## config.mk

```make
export PLATFORM = sky130hd
export DESIGN_NAME = sync_fifo
export DESIGN_NICKNAME = d
export VERILOG_FILES = /design/src/rtl/fifo_pkg.sv /design/src/rtl/fifo_ram.sv /design/src/rtl/sync_fifo.sv
export SDC_FILE = /design/constraint.sdc
export NUM_CORES = 1
export LEC_CHECK = 0
export ABC_AREA = 0
export BUFFER_PORTS_ARGS = -buffer_cell sky130_fd_sc_hd__buf_4
export CELL_PAD_IN_SITES_DETAIL_PLACEMENT = 1
export CELL_PAD_IN_SITES_GLOBAL_PLACEMENT = 2
export CORE_MARGIN = 2
export CORE_UTILIZATION = 52
export CTS_CLUSTER_SIZE = 12
export DETAILED_ROUTE_END_ITERATION = 10
export PLACE_DENSITY_LB_ADDON = 0.1
export SYNTH_ARGS = -nofsm -noshare
export SYNTH_HDL_FRONTEND = slang
export SYNTH_SLANG_ARGS = --single-unit
```

## constraint.sdc

```tcl
create_clock -name clk -period 8.2 [get_ports clk]
set_input_delay 0 -clock clk [delete_from_list [all_inputs] [get_ports clk]]
set_output_delay 0 -clock clk [all_outputs]
set_load 0.005 [all_outputs]
```

## src/rtl/fifo_pkg.sv

```systemverilog
`default_nettype none
// ---------------------------------------------------------------------------
// fifo_pkg : sizing and pointer-wrap helpers shared by the sync_fifo files.
// Revision : 1.0
// ---------------------------------------------------------------------------
package fifo_pkg;

    localparam int c_MIN_DEPTH = 2;

    function automatic int cnt_w(input int depth);
        return $clog2(depth + 1);
    endfunction

    function automatic int ptr_w(input int depth);
        return $clog2(depth);
    endfunction

    // Explicit wrap so non-power-of-two depths never index past the last entry.
    function automatic int next_ptr(input int ptr, input int depth);
        return (ptr >= depth - 1) ? 0 : ptr + 1;
    endfunction

endpackage
`default_nettype wire

```

## src/rtl/fifo_ram.sv

```systemverilog
`default_nettype none
// ---------------------------------------------------------------------------
// fifo_ram : register array, one write port, one combinational read port.
// Revision : 1.0
// ---------------------------------------------------------------------------
module fifo_ram
    import fifo_pkg::*;
#(
    parameter int DATA_WIDTH = 8,
    parameter int DEPTH      = 45
) (
    input  logic                        clk,
    input  logic                        i_we,
    input  logic [ptr_w(DEPTH)-1:0]     i_waddr,
    input  logic [DATA_WIDTH-1:0]       i_wdata,
    input  logic [ptr_w(DEPTH)-1:0]     i_raddr,
    output logic [DATA_WIDTH-1:0]       o_rdata
);

    logic [DATA_WIDTH-1:0] r_mem [DEPTH];

    always_ff @(posedge clk) begin
        if (i_we) begin
            r_mem[i_waddr] <= i_wdata;
        end
    end

    assign o_rdata = r_mem[i_raddr];

endmodule
`default_nettype wire

```

## src/rtl/sync_fifo.sv

```systemverilog
`default_nettype none
// ---------------------------------------------------------------------------
// sync_fifo : single-clock FIFO, any depth >= 2, optional FWFT, flush, sticky errors.
// Revision  : 1.0
// ---------------------------------------------------------------------------
module sync_fifo
    import fifo_pkg::*;
#(
    parameter int DATA_WIDTH = 8,
    parameter int DEPTH      = 45,
    parameter int AF_LEVEL   = DEPTH - 4,
    parameter int AE_LEVEL   = 4,
    parameter int FWFT       = 0
) (
    input  logic                        clk,
    input  logic                        arstn,
    input  logic                        flush,
    input  logic                        w_en,
    input  logic [DATA_WIDTH-1:0]       data_in,
    input  logic                        r_en,
    input  logic                        clr_err,
    output logic [DATA_WIDTH-1:0]       data_out,
    output logic                        full,
    output logic                        empty,
    output logic                        almost_full,
    output logic                        almost_empty,
    output logic [cnt_w(DEPTH)-1:0]     count,
    output logic                        overflow,
    output logic                        underflow
);

    localparam int              c_CW       = cnt_w(DEPTH);
    localparam int              c_PW       = ptr_w(DEPTH);
    localparam logic [c_CW-1:0] c_FULL_CNT = c_CW'(DEPTH);
    localparam logic [c_CW-1:0] c_AF_CNT   = c_CW'(AF_LEVEL);
    localparam logic [c_CW-1:0] c_AE_CNT   = c_CW'(AE_LEVEL);

    if (DEPTH < c_MIN_DEPTH) begin : g_chk_depth
        $error("sync_fifo: DEPTH must be >= 2");
    end
    if ((AF_LEVEL < 1) || (AF_LEVEL > DEPTH)) begin : g_chk_af
        $error("sync_fifo: AF_LEVEL must be in 1..DEPTH");
    end
    if ((AE_LEVEL < 0) || (AE_LEVEL > DEPTH - 1)) begin : g_chk_ae
        $error("sync_fifo: AE_LEVEL must be in 0..DEPTH-1");
    end
    if ((FWFT != 0) && (FWFT != 1)) begin : g_chk_fwft
        $error("sync_fifo: FWFT must be 0 or 1");
    end

    logic [c_PW-1:0]       r_wr_ptr;
    logic [c_PW-1:0]       r_rd_ptr;
    logic [c_CW-1:0]       r_count;
    logic                  r_ready;
    logic                  r_ovf;
    logic                  r_udf;
    logic                  w_full;
    logic                  w_empty;
    logic                  w_op_ok;
    logic                  w_wr_acc;
    logic                  w_rd_acc;
    logic                  w_wr_err;
    logic                  w_rd_err;
    logic [DATA_WIDTH-1:0] w_rdata;

    assign w_full   = (r_count == c_FULL_CNT);
    assign w_empty  = (r_count == '0);

    // r_ready stays low through the first edge after reset release, so that
    // edge never accepts an operation.
    assign w_op_ok  = r_ready && !flush;
    assign w_wr_acc = w_op_ok && w_en && !w_full;
    assign w_rd_acc = w_op_ok && r_en && !w_empty;
    assign w_wr_err = w_op_ok && w_en && w_full;
    assign w_rd_err = w_op_ok && r_en && w_empty;

    always_ff @(posedge clk or negedge arstn) begin
        if (!arstn) begin
            r_ready  <= 1'b0;
            r_wr_ptr <= '0;
            r_rd_ptr <= '0;
            r_count  <= '0;
        end else begin
            r_ready <= 1'b1;
            if (r_ready && flush) begin
                r_wr_ptr <= '0;
                r_rd_ptr <= '0;
                r_count  <= '0;
            end else begin
                if (w_wr_acc) begin
                    r_wr_ptr <= c_PW'(next_ptr(int'(r_wr_ptr), DEPTH));
                end
                if (w_rd_acc) begin
                    r_rd_ptr <= c_PW'(next_ptr(int'(r_rd_ptr), DEPTH));
                end
                if (w_wr_acc && !w_rd_acc) begin
                    r_count <= r_count + c_CW'(1);
                end else if (w_rd_acc && !w_wr_acc) begin
                    r_count <= r_count - c_CW'(1);
                end
            end
        end
    end

    // A new error in the same cycle as clr_err leaves the flag set.
    always_ff @(posedge clk or negedge arstn) begin
        if (!arstn) begin
            r_ovf <= 1'b0;
            r_udf <= 1'b0;
        end else begin
            if (w_wr_err) begin
                r_ovf <= 1'b1;
            end else if (clr_err) begin
                r_ovf <= 1'b0;
            end
            if (w_rd_err) begin
                r_udf <= 1'b1;
            end else if (clr_err) begin
                r_udf <= 1'b0;
            end
        end
    end

    fifo_ram #(
        .DATA_WIDTH (DATA_WIDTH),
        .DEPTH      (DEPTH)
    ) u_ram (
        .clk     (clk),
        .i_we    (w_wr_acc),
        .i_waddr (r_wr_ptr),
        .i_wdata (data_in),
        .i_raddr (r_rd_ptr),
        .o_rdata (w_rdata)
    );

    if (FWFT != 0) begin : g_fwft
        assign data_out = w_empty ? '0 : w_rdata;
    end else begin : g_std
        logic [DATA_WIDTH-1:0] r_dout;

        always_ff @(posedge clk or negedge arstn) begin
            if (!arstn) begin
                r_dout <= '0;
            end else if (w_rd_acc) begin
                r_dout <= w_rdata;
            end
        end

        assign data_out = r_dout;
    end

    assign full         = w_full;
    assign empty        = w_empty;
    assign almost_full  = (r_count >= c_AF_CNT);
    assign almost_empty = (r_count <= c_AE_CNT);
    assign count        = r_count;
    assign overflow     = r_ovf;
    assign underflow    = r_udf;

endmodule
`default_nettype wire

```

After elaboration in Yosys (flattened, before gate mapping):

Memory sizes are Yosys's and may differ from the RTL's. A register that Yosys moved wholly into a read port is not among the register bits.
Cells that the tools add are included.

* register bits after elaboration: 21
* bits in writable memories: 360
* input port bits: 14
* output and inout port bits: 20
* logic and storage cells: 52
* memories: 1

* $add $sub $neg: 4
* $lt $le $gt $ge: 4
* equality and inequality tests: 1
* multiplexer cells: 14
* reduce and logical (&&, ||, !) cells: 22

Memory list
* u_ram.r_mem: depth 45, width 8, rd ports 1, clocked after Yosys merged registers in 1, write ports 1, RTL line fifo_ram.sv:20 `logic [DATA_WIDTH-1:0] r_mem [DEPTH];`

Operators with widths (number)
* $mux 6: 9
* $add 6x1->6 const B: 3
* $ge 6x6->1 const B: 3
* $logic_and 1x1->1: 10
* $reduce_bool 2->1: 4
* $eq 6x6->1 const B: 1
* $le 6x3->1 const B: 1
* $logic_not 1->1: 6
* $logic_not 6->1: 1
* $sub 6x1->6 const B: 1
* $mux 1: 5
* $reduce_bool 3->1: 1

Logic depth before layout (Yosys ltp):

Gate-level depths: netlist (run 1).

* depth in word-level cells: 9
* gate-level depth with buffers: 11

Cells and area by module:

Synthesis (run 1) repeated with hierarchy kept, for this count alone.

* cells, all modules: 915
* area, all modules: 15984.1 µm²

Modules (own cells, without submodules)
* fifo_ram: times used 1, cells an instance 748, area an instance 14345.0 µm², seq. area each 10810.4 µm²
* sync_fifo: times used 1, cells an instance 167, area an instance 1639.1 µm², seq. area each 725.7 µm²

Worst setup path before layout (run 1):

OpenSTA, ideal clock, no wires.

* path type: flip-flop to flip-flop
* from: register r_count[0], in the netlist count[0]
* to: register r_count[5], in the netlist count[5]
* setup time: 0.121 ns
* arrival: 2.702 ns
* required time: 8.079 ns
* path slack: 5.377 ns
* stages on the path, launching flop included: 11
* cells stage by stage: dfrtp_1 or3_1 o21ai_1 buf_2 nand2_1 ha_1 a211oi_1 o21bai_1 a21oi_1 mux2_2 o22a_1

* longest elaborated chain between the ends: 7
* elaborated cells on any way between the ends: 16

Ends and longest elaborated chain
* from (decl): RTL line sync_fifo.sv:53 `logic [c_CW-1:0] r_count;`
* from (signal assigned): RTL line sync_fifo.sv:97 `r_count <= r_count + c_CW'(1);`
* from (signal assigned): RTL line sync_fifo.sv:99 `r_count <= r_count - c_CW'(1);`
* branches (longest 7 deep; another with $sub 6x1->6)

Parallel ways; which one is timed is not known. The select of a mux whose other input is x is not followed.
A chain may end at the register's enable or synchronous reset.

Final worst setup path (run 1):

Ends and elaborated chain as after synthesis.

==> metrics.yaml, run 1 <==
status: "finished, final reports clean"
pre_cts_ws_ns: 4.41
synth_xor_area_share_pct: 0.223
cts_setup_buffers: 0
drc: 0
criticalPathCategory: "reg2reg"
fin_skew_ns: 0.0137
synthSimpleGateAreaFrac_pct: 4.66
rows: 63
synthArstFlopShare_pct: 7.46
relSlewSlack_pct: 27.4
multi_input_area_um2: 3810
synth-seq-cells: 389
hpwlAfterDp_um: 23500
avgRoutedWirePerCell_um: 29.1
placed_area_um2: 16200
p_int_w: 0.00341
cpPeakStageDelay_ns: 0.83
clockBufferDepth: 3
fillerInstances: 2583
clkTransAtPathRegs_ns: 0.06
p_sw_w: 0.00111
wl_um: 37600
synth.distinct_cells: 60
route.vias.total: 8063
antenna_found_initial: 0
die_w_um: 178
cp_slowest_cell: "o21ai_2"
finalNetCount: 903
maxCapViolations: 0
grt_pass1_vias: 8646
finalCritPeriodShare_pct: 46.3
final_max_slew_viol_count: 0
rrSetupSlack_ns: 4.41
synth_flop_cell: "edfxtp_1"
path_max_fanout: 20
synth_top_family_by_area: "multiplexers"
rsz0062_at_grt: "no"
drive_gt1_share_pct: 20.2
cts_root_buffer: "clkbuf_16"
initial_core_util_pct: 52.9
fp.dieH_um: 178
pwr_density_cell_nw_per_um2: 258
synthAdderAreaFrac_pct: 0.766
crit_chain: "or3_1 -> o21ai_2 -> nand2_1 -> ha_1 -> a211oi_1 -> o21bai_1 -> a21oi_1 -> mux2_2 -> o22a_1"
critPathRequiredTime_ns: 8.61
cp-start-kind: "register"
cts_tree: "built"
cts_sinks: 389
core-area_um2: 29600
min_path_type: "in2reg"
cts_buffers: 40
ioPinCount: 34
synth_area_um2: 15700
ys_seq_area_share_pct: 73.5
register_area_um2: 11500
fin_setup_tns_ns: 0
grt_pass1_wl_um: 56600
switching_share_pct: 24.5
crit_arrival_ns: 4.21
ir_worst_vdd_uv: 219
ant_nets: 0
synth_edf_count: 360
hold_viol: 0
grt_remaining_overflow: 0
seq_power_share_pct: 51.1
fin_area_um2: 17500
p_leak_nw: 5.55
num_antenna_cells: 0
worstSetupEndpointType: "register"
fmax_mhz: 264
synth.avg_cell_area_um2: 18.9
worst_slew_pin_slew_ns: 1.08
synth-compound-area-share_pct: 4.63
viasPerCell: 6.24
htreeDepth: 2
area_growth_pct: 11.5
finalWeightedCongestion: 0.812
io_buffers: 33
setup_viol: 0
grt_max_degree: 56
power_frac_clock_pct: 36.2
period_minus_slack_ns: 3.79
dieArea_um2: 31600
grt_use_total_pct: 24.9
synthMuxAreaShare_pct: 13.9
yosysWarningCount: 0
pwr-share-comb_pct: 12.8
drt-pass1-iter-count: 5
worstSkewPairLatency_ns: 0.53
drtIter0Drc: 748
setup_slack_ns: 4.41
synth_fp_nets: 853
synthesis.instances: 830
## cell type report
class | count | share of cell area, %
Multi-Input combinational cell | 379 | 21.8
Clock inverter | 9 | 0.265
Sequential cell | 389 | 66.0
Tap cell | 390 | 2.79
Timing Repair Buffer | 56 | 2.66
Inverter | 14 | 0.300
Clock buffer | 56 | 6.19
## Yosys cell counts, types with 5 or more instances
| cell | number | share of area (%) |
|---|---|---|
| mux4_1 | 8 | 1.3 |
| nor4_1 | 5 | 0.20 |
| or3_1 | 5 | 0.20 |
| a211oi_1 | 8 | 0.38 |
| nor2b_1 | 13 | 0.52 |
| o21ai_1 | 8 | 0.26 |
| nand2_1 | 26 | 0.62 |
| a21oi_1 | 23 | 0.73 |
| inv_1 | 14 | 0.33 |
| edfxtp_1 | 360 | 69 |
| buf_1 | 5 | 0.12 |
| buf_4 | 5 | 0.24 |
| clkbuf_1 | 16 | 0.38 |
| a22oi_1 | 7 | 0.33 |
| a22o_1 | 5 | 0.28 |
| nor2_1 | 55 | 1.3 |
| o21ai_0 | 19 | 0.61 |
| mux4_2 | 77 | 11 |
| dfrtp_1 | 29 | 4.6 |
| nand3_1 | 22 | 0.70 |
| buf_2 | 15 | 0.48 |
| ha_1 | 8 | 0.64 |
| mux2i_1 | 21 | 1.3 |
| o22ai_1 | 5 | 0.20 |
## critical path, delay by kind of cell (launching register included)
kind	cells	cell delay, ns
multiplexers	1	0.37
adder cells (fa/ha/maj)	1	0.39
AND/OR/NAND/NOR	2	0.83
AO/OA/AOI/OAI	5	1.63
flip-flops	1	0.47
## cell usage in the layout (no fill, tap or decap), types with 15 or more instances in the layout
| master | n |
|---|---|
| a21oi_1 | 23 |
| nand2_1 | 26 |
| nor2_1 | 55 |
| o21ai_0 | 19 |
| buf_4 | 42 |
| clkbuf_1 | 15 |
| mux2i_1 | 21 |
| nand3_1 | 22 |
| clkbuf_16 | 41 |
| mux4_2 | 77 |
| edfxtp_1 | 360 |
| dfrtp_1 | 26 |
## cell families after synthesis
kind of cell | Yosys count
AO/OA/AOI/OAI | 106
multiplexers | 109
XOR/XNOR | 4
buffers and inverters | 62
adder cells (fa/ha/maj) | 9
AND/OR/NAND/NOR | 150
flip-flops | 389
other | 1
## sequential cells by signal, indices dropped and copies added, names as in the netlist
signal       count
count            6
u_ram.r_mem    360
data_out         8
overflow         1
underflow        1
r_wr_ptr         6
r_rd_ptr         6
r_ready          1
## per-stage QoR
stage,std cells,total power [W],util [%],hold WS (ns)
after floorplan,830,0.00270,-,-0.296
after global placement,1214,0.00290,54.7,-0.0366
after detailed placement,1214,0.00292,54.7,-0.0305
after CTS,1293,0.00454,59.0,0.0129
after global routing,1293,0.00466,59.0,0.0110
final,1293,0.00451,59.0,0.00790
## final timing paths
kind,start,endpoint,depth (start not counted)
max,count[0],count[5],9
min,data_in[4],u_ram.r_mem[19][4],1
max reg2reg,count[0],count[5],9
min reg2reg,data_out[6],data_out[6],2
max in group asynchronous,arstn,r_rd_ptr[0],4
min in group asynchronous,arstn,data_out[5],4
## per-layer routing
layer	global-route usage, %	vias to the layer above	wire (µm)
li1	-	3469	-
met1	35.8	4291	16300
met5	0	-	0
met3	4.11	53	2070
met4	6.80	0	840
met2	39.9	250	18400
## power groups by stage
stage | logic (W) | clock network (W) | registers, W
floorplan | 0.000414 | 0 | 0.00228
global route | 0.000625 | 0.00172 | 0.00231
CTS | 0.000582 | 0.00165 | 0.00230
finish | 0.000577 | 0.00163 | 0.00230
global placement | 0.000563 | 0 | 0.00234
detailed placement | 0.000573 | 0 | 0.00234
## what timing repair did
action | CTS | global route
gates resized for setup | 0 | 0
hold endpoints to repair | 275 | 0
hold buffers | 14 | 0
Note: power is estimated with default switching activity, not from simulation.
==> run 2: changes to the inputs <==
--- a/config.mk
+++ b/config.mk
@@ -10,7 +10,7 @@
 export CELL_PAD_IN_SITES_DETAIL_PLACEMENT = 1
 export CELL_PAD_IN_SITES_GLOBAL_PLACEMENT = 2
 export CORE_MARGIN = 2
-export CORE_UTILIZATION = 52
+export CORE_UTILIZATION = 49
 export CTS_CLUSTER_SIZE = 12
 export DETAILED_ROUTE_END_ITERATION = 10
 export PLACE_DENSITY_LB_ADDON = 0.1
==> constraint.sdc (replaced) <==
create_clock -name clk -period 3.8 [get_ports clk]
set_input_delay 0 -clock clk [delete_from_list [all_inputs] [get_ports clk]]
set_output_delay 0 -clock clk [all_outputs]
set_load 0.005 [all_outputs]
==> run 2 against run 1 <==
The run now ends with hold timing left. Clock power up 140%. Non-clock buffer count up 12. Global-route usage down 0.72 points. Sequential share of layout area down 1.1 points. Sequential power up 120%. Critical path type unchanged. Critical endpoint is now u_ram.r_mem[0][5].
==> metrics.yaml, run 2 (same netlist as run 1, synthesis figures left out) <==
cts_setup_buffers: 0
final_cell_mix: "edfxtp_1, mux4_2, nor2_1, buf_4, clkbuf_16"
min_from: "data_in[0]"
drc: 0
rr_endpoint: "u_ram.r_mem[0][5]"
grt_remaining_overflow: 0
cts_buffers: 42
avgRoutedWirePerCell_um: 29.5
grt_max_degree: 55
final_max_slew_viol_count: 0
dieArea_um2: 33500
p_int_w: 0.00769
htreeDepth: 2
clockBufferDepth: 3
path_max_fanout: 14
p_sw_w: 0.00245
ant_nets: 0
regMostFlops: "u_ram.r_mem"
regToRegStartpoint: "count[0]"
period_minus_slack_ns: 2.95
hold_depth: 1
seq_power_share_pct: 49.0
rsz0062_at_grt: "no"
relSlewSlack_pct: 39.9
rrSetupSlack_ns: 0.85
reg2regPathDepth: 4
antenna_found_initial: 0
criticalPathCategory: "reg2reg"
setup_viol: 0
worstSkewPairLatency_ns: 0.54
finalCritPeriodShare_pct: 77.6
viasPerCell: 6.20
layout_commonest_cell: "edfxtp_1"
ioPinCount: 34
grt_pass1_wl_um: 58500
drt-pass1-iter-count: 5
fin_setup_tns_ns: 0
fp.dieH_um: 183
num_antenna_cells: 0
clkTransAtPathRegs_ns: 0.06
status: "complete, but fails checks"
io_buffers: 33
finalWeightedCongestion: 0.822
holdWs_ns: -0.0199
pwr_density_cell_nw_per_um2: 570
cts_tree: "built"
cts_root_buffer: "clkbuf_16"
rows: 65
drtIter0Drc: 925
core-area_um2: 31600
fmax_mhz: 339
die_w_um: 183
drive_gt1_share_pct: 22.0
hold_viol: 11
cp-start-kind: "register"
ir_worst_vdd_uv: 382
worst_slew_pin_slew_ns: 0.902
fin_skew_ns: 0.0110
switching_share_pct: 24.2
hpwlAfterDp_um: 24800
route.vias.total: 8198
power_frac_clock_pct: 38.3
cts_sinks: 389
maxCapViolations: 0
grt_pass1_vias: 8666
cts_resized: 0
holdPathEnd: "u_ram.r_mem[33][0]"
finalNetCount: 917
critPathRequiredTime_ns: 3.96
worstSetupEndpointType: "register"
grt_use_total_pct: 24.1
initial_core_util_pct: 49.7
min_path_type: "in2reg"
wl_um: 39000
violations: "hold timing"
p_leak_nw: 5.70
crit_arrival_ns: 3.11
area_growth_pct: 13.3
pwr-share-comb_pct: 12.7
fin_util_pct: 56.3
largest_register_ffs: 360
[run 2: cell types whose count changed in the layout (fill, tap and decap cells not counted)]
cell and change:
clkinv_1 -2, dlygate4sd3_1 -1, inv_16 +1, inv_6 -1, buf_4 +11, bufinv_16 +3, clkinv_2 +3, clkbuf_16 +2
buf_12 +2
[run 2: final cells by class]
class	count	area, µm²
multi-input cells	379	3810
well taps	402	503
fillers	2741	13800
clock inverters	13	155
inverters	14	52.6
repair buffers	68	578
flip-flops and latches	389	11500
clock buffers	58	1130
[run 2: layer usage]
metal	routed length [µm]	vias to the layer above	GRT usage, %
met5	0	-	0
met4	1110	0	7.74
met3	1760	79	3.73
met2	19100	225	38.3
met1	17100	4394	34.9
li1	-	3500	-
[run 2: worst max path at each step]
| stage | slack, ns | startpoint | cells after the start | end |
|---|---|---|---|---|
| final | 0.85 | count[0] | 4 | u_ram.r_mem[0][5] |
| after global routing | 0.66 | count[3] | 9 | count[5] |
| after CTS | 0.87 | count[0] | 4 | u_ram.r_mem[41][5] |
| after global placement | 0.99 | count[0] | 4 | u_ram.r_mem[33][5] |
| after detailed placement | 0.89 | count[0] | 4 | u_ram.r_mem[41][6] |
| after floorplan | 0.98 | count[0] | 10 | count[5] |
[run 2: critical path, stage by stage (launching register included)]
cell     delay [ns]
dfrtp_1        0.46
nor2b_1        0.20
a41o_1         0.43
or4_1          0.74
nor2_1         0.73
[run 2: timing repair]
item	4_1_cts	5_1_grt
hold endpoints to repair	118	0
hold buffers	13	0
endpoints found under the setup margin	0	0
[run 2: power by group through the flow]
stage / logic (W) / registers, W / clock network, W
after detailed placement: 0.00128 / 0.00505 / 0
after CTS: 0.00131 / 0.00497 / 0.00394
final: 0.00129 / 0.00497 / 0.00388
after floorplan: 0.000893 / 0.00493 / 0
after global placement: 0.00126 / 0.00505 / 0
after global routing: 0.00140 / 0.00499 / 0.00410
[run 2: per-stage QoR]
stage / hold WS (ns) / area, µm² / cells / power (W) / setup slack (ns)
5_1_grt: 0.00849 / 17800 / 1323 / 0.0105 / 0.659
2_1_floorplan: -0.296 / 15700 / 830 / 0.00582 / 0.977
3_3_place_gp: -0.0399 / 16400 / 1239 / 0.00630 / 0.988
6_report: -0.0199 / 17800 / 1323 / 0.0101 / 0.852
4_1_cts: 0.0131 / 17800 / 1323 / 0.0102 / 0.870
3_5_place_dp: -0.0320 / 16400 / 1239 / 0.00634 / 0.887
